## src/rtl/jtriders_pkg.sv

```systemverilog
// Shared definitions for the Trick or Treat / Riders bus arbiter: state
// encoding and the default tenure and grant-delay limits.
package jtriders_pkg;

  localparam int MAXBURST_DEF = 64;
  localparam int GNTDLY_DEF   = 2;

  typedef enum logic [2:0] {
    ST_IDLE = 3'd0,
    ST_REQ  = 3'd1,
    ST_SYNC = 3'd2,
    ST_OWN  = 3'd3,
    ST_REL  = 3'd4
  } arb_state_t;

endpackage

```

## src/rtl/jtriders_rrsel.sv

```systemverilog
// Two-input round-robin selector: a lone request wins outright, a tie goes
// to the master that was not granted last time.
module jtriders_rrsel (
  input  logic [1:0] req,
  input  logic       last_gnt,
  output logic       sel
);

  always_comb begin
    sel = 1'b0;
    case (req)
      2'b10:   sel = 1'b1;
      2'b11:   sel = ~last_gnt;
      default: sel = 1'b0;
    endcase
  end

endmodule

```

## src/rtl/jtriders_busarb.sv

```systemverilog
// Arbitrates the 68000 bus between the protection DMA (bit0) and the object
// DMA (bit1) using the BR/BG/BGACK protocol; one DMA tenure per request cycle.
module jtriders_busarb
  import jtriders_pkg::*;
#(
  parameter int MAXBURST = MAXBURST_DEF,
  parameter int GNTDLY   = GNTDLY_DEF
) (
  input  logic       clk,
  input  logic       rstn,
  input  logic       cpu_cen,
  input  logic       ASn,
  input  logic       BGn,
  input  logic       bus_busy,
  input  logic [1:0] req,
  input  logic [1:0] strobe,
  input  logic [1:0] last,
  output logic       BRn,
  output logic       BGACKn,
  output logic [1:0] gnt,
  output logic       owner,
  output logic       preempt,
  output arb_state_t dbg_state,
  output logic [7:0] dbg_burst
);

  // Master handshake: strobe is a one-clk "bus cycle done" pulse; last is
  // only meaningful on a strobe clk and marks the final cycle of the transfer.
  arb_state_t state;
  logic       win;
  logic       last_gnt;
  logic [7:0] burst;
  logic [3:0] held;

  logic own_stb, own_last, own_req, quiet, burst_max;

  assign own_stb   = strobe[owner];
  assign own_last  = last[owner];
  assign own_req   = req[owner];
  assign quiet     = ASn & ~bus_busy;
  assign burst_max = (burst == 8'(MAXBURST - 1));

  assign dbg_state = state;
  assign dbg_burst = burst;

  jtriders_rrsel u_rrsel (
    .req      (req),
    .last_gnt (last_gnt),
    .sel      (win)
  );

  always_ff @(posedge clk or negedge rstn) begin
    if (!rstn) begin
      state    <= ST_IDLE;
      BRn      <= 1'b1;
      BGACKn   <= 1'b1;
      gnt      <= 2'b00;
      owner    <= 1'b0;
      preempt  <= 1'b0;
      burst    <= 8'd0;
      held     <= 4'd0;
      last_gnt <= 1'b1;
    end else begin
      preempt <= 1'b0;
      case (state)
        ST_IDLE: begin
          if (req != 2'b00) begin
            owner <= win;
            BRn   <= 1'b0;
            state <= ST_REQ;
          end
        end
        ST_REQ: begin
          if (!own_req) begin
            BRn   <= 1'b1;
            state <= ST_IDLE;
          end else if (!BGn) begin
            held  <= 4'd0;
            state <= ST_SYNC;
          end
        end
        ST_SYNC: begin
          // The CPU must have left the bus for GNTDLY consecutive cpu_cen ticks.
          if (!quiet) begin
            held <= 4'd0;
          end else if (held == 4'(GNTDLY)) begin
            BRn    <= 1'b1;
            BGACKn <= 1'b0;
            gnt    <= owner ? 2'b10 : 2'b01;
            state  <= ST_OWN;
          end else if (cpu_cen) begin
            held <= held + 4'd1;
          end
        end
        ST_OWN: begin
          if (own_stb) burst <= burst + 8'd1;
          if ((own_stb && own_last) || !own_req || (own_stb && burst_max)) begin
            gnt     <= 2'b00;
            BGACKn  <= 1'b1;
            preempt <= own_stb && !own_last && own_req && burst_max;
            state   <= ST_REL;
          end
        end
        ST_REL: begin
          burst    <= 8'd0;
          last_gnt <= owner;
          state    <= ST_IDLE;
        end
        default: state <= ST_IDLE;
      endcase
    end
  end

endmodule

```

## config.mk

```make
export PLATFORM = sky130hd
export DESIGN_NAME = jtriders_busarb
export DESIGN_NICKNAME = d
export VERILOG_FILES = /design/src/rtl/jtriders_pkg.sv /design/src/rtl/jtriders_rrsel.sv /design/src/rtl/jtriders_busarb.sv
export SDC_FILE = /design/constraint.sdc
export NUM_CORES = 1
export LEC_CHECK = 0
export ABC_CLOCK_PERIOD_IN_PS = 2100
export CAP_MARGIN = 10
export CORE_MARGIN = 8
export CORE_UTILIZATION = 49
export CTS_CLUSTER_SIZE = 12
export DETAILED_ROUTE_END_ITERATION = 7
export MAX_ROUTING_LAYER = met4
export PLACE_DENSITY = 0.82
export SLEW_MARGIN = 25
export SYNTH_ARGS = -nofsm -noshare
export SYNTH_HDL_FRONTEND = slang
export SYNTH_SLANG_ARGS = --single-unit
```

## constraint.sdc

```tcl
create_clock -name clk -period 2.1 [get_ports clk]
set_clock_uncertainty 0.2 [all_clocks]
set_input_delay 0.315 -clock clk [delete_from_list [all_inputs] [get_ports clk]]
set_output_delay 0.315 -clock clk [all_outputs]
set_load 0.005 [all_outputs]
```

==> reports/metrics.yaml <==
critical_path:
  reg2reg_to: "held[2]$_DFFE_PN0P_"
  cp_data_arrival_time_ns: 1.44
  cp-start-kind: "register"
  cp_max_fo: 9
  r2r_cells: 4
  crit_family: "flip-flops"
  cp-end-kind: "output pin"
  ff2ff_setup_slack_ns: 0.23
  critPathMaxStageDelay_ns: 0.58
  r2r_start: "dbg_state[0]$_DFFE_PN0P_"
  cpMaxStageDelayCell: "dfrtp_1"
  crit_buf_inv: 1
  cp_cell_sequence: "clkdlybuf4s50_1"
  worstPathRequired_ns: 1.58
  worstSetupPathType: "register to output pin"
detailed_routing:
  drc_errors: 0
  vias: 1132
  drt_iter0_markers: 75
  drt-total-wl_um: 2970
  drt_first_pass_iters: 4
  antenna_left: 0
  vias_per_cell: 5.69
  wire_per_inst_um: 14.9
floorplanning:
  die-area_um2: 4470
  core_area_um2: 2450
  die_h_um: 66.9
  fp.dieW_um: 66.9
  io_pins: 29
  row_count: 18
  start_util_pct: 51.6
sta:
  fin_crit_sh_pct: 93.1
  clock.fmax_mhz: 512
  slew_headroom_pct: 74.9
  hold_viol: 0
  hold_slack_ns: 0.146
  setup_tns_ns: 0
  setup_ws_ns: 0.145
  setup_viol: 0
  rsz0062_at_grt: "false"
  worst_slew_pin_slew_ns: 0.376
  period_minus_slack_ns: 1.95
  drv_slew: 0
placement:
  dpl_worst_slack_ns: -0.0124
  dp_cells: 195
  dpl_cell_area_um2: 1630
  portBuffers: 28
  place_hpwl_um: 2310
  place_congestion: 0.892
power_and_ir_drop:
  power.density_nw_per_um2: 1100
  leakagePower_nw: 0.725
  peakVddDrop_mv: 0.811
clocking:
  h-tree-depth: 1
  cts_root_buf: "clkbuf_4"
  clkTransAtPathRegs_ns: 0.12
  cts_hold_buf: 0
  cts_buffer_depth: 2
  clkLatencyLatePin_ns: 0.30
  cts_buffers: 3
  cts_resized: 0
  postCtsSetupBuffers: 0
  tritoncts: "done"
  clock_sinks: 22
synth:
  synth_top_area_cell: "dfrtp_1"
  yosysMostFrequentCell: "nand2_1"
  synth_fp_nets: 147
  syn_avg_cell_area_um2: 9.60
  ys_warn_count: 0
  synthCells: 132
  yosysSeqAreaShare_pct: 43.7
  synthTopCellsByArea: "dfrtp_1 (38%), dfstp_2 (6.2%), nand2_1 (5.9%)"
  ys_ff_latch: 22
  synth_edf_count: 0
  synth_common_cells: "nand2_1 (20), dfrtp_1 (19), nor2_1 (9)"
  async_flop_share_pct: 100
  ys.flop_type: "dfrtp_1"
  syn-cell-area_um2: 1270
  synth_top_area_share_pct: 37.5
  synth.distinct_cells: 44
final_layout:
  areaGrowthSynthToFinish_pct: 30.7
  n_antenna_cell: 0
  fin_area_um2: 1660
  drive_gt1_share_pct: 13.6
  final_nets: 185
  stdcell_count: 199
  fillers: 203
outcome:
  status: "completed"
worst_hold_path:
  hold_path.class: "input port to asynchronous set/reset pin"
global_route:
  grt_overflow: 0
  grt_pass1_vias: 1086
  antenna_found_initial: 0
  grt_usage_pct: 14.2
  grt_pass1_wl_um: 4900
  grt_start_max_net_pins: 23
job:
  cap_violations: 0
-- routing by layer --
layer  global-route usage [%]  vias up  routed length [µm]  share of wire [%]
li1                         -      559                   -                  -
met1                     17.5      538                1350                 46
met2                     22.2       33                1390                 47
met3                     3.36        2                 205                6.9
met4                     4.44        0                  17               0.57
met5                        -        -                   0                  0
-- cells by family after synthesis --
family	synth area share (%)
buffers and inverters	3.85
AO/OA/AOI/OAI	16.8
AND/OR/NAND/NOR	25.8
adder cells (fa/ha/maj)	2.96
XOR/XNOR	2.07
multiplexers	4.84
flip-flops	43.7
-- worst max-delay path by stage --
stage / start / end / slack (ns) / cells past startpoint
after detailed placement: bus_busy / gnt[0]$_DFFE_PN0P_ / -0.01 / 6
after global placement: bus_busy / gnt[0]$_DFFE_PN0P_ / 0.02 / 6
after global routing: dbg_state[0]$_DFFE_PN0P_ / dbg_state[0] / 0.07 / 1
after floorplan: dbg_state[1]$_DFFE_PN0P_ / held[2]$_DFFE_PN0P_ / 0.24 / 5
final: dbg_state[0]$_DFFE_PN0P_ / dbg_state[0] / 0.15 / 1
after CTS: dbg_state[0]$_DFFE_PN0P_ / dbg_state[0] / 0.13 / 1
-- cell usage in the layout, fill, tap and decap left out, types with 2 or more instances in the layout --
cell and instances:
a31oi_1 4, inv_1 5, clkbuf_4 3, nor3_1 4
nor3b_1 2, dfrtp_1 19, nor2_1 9, nand2_1 20
nand2b_1 4, mux2i_1 5, nand4_1 4, nand3_1 3
and2_1 4, o21ai_0 5, xor2_1 3, a32o_1 2
buf_4 10, ha_1 3, dfstp_2 3, clkdlybuf4s50_1 28
a21oi_1 4, a31o_2 2
-- stage by stage --
step / total power [mW] / util, %
after floorplan: 1.23 / -
after global placement: 1.61 / 66.4
after detailed placement: 1.64 / 66.4
after CTS: 1.84 / 67.5
after global routing: 1.96 / 67.5
final: 1.82 / 67.5
-- power by group --
group | switching [mW] | leakage (nW) | internal [mW]
registers | 0.159 | 0.282 | 0.581
clock network | 0.118 | 0.0150 | 0.0737
logic | 0.396 | 0.427 | 0.492
total | 0.672 | 0.725 | 1.15
-- final cells by class --
type                    instances  area, µm²  area share (%)
flip-flops and latches         22        554            33.5
well taps                      30       37.5            2.27
clock buffers                   4       26.3            1.59
repair buffers                 38        355            21.5
inverters                       5       18.8            1.13
multi-input cells             100        664            40.1
-- registers in the layout, summed over array words and instances, names as in the netlist --
signal	flops
dbg_burst	8
held	4
BGACKn	1
owner	1
BRn	1
gnt	2
dbg_state	3
last_gnt	1
preempt	1
(Power assumes the default switching activity.)
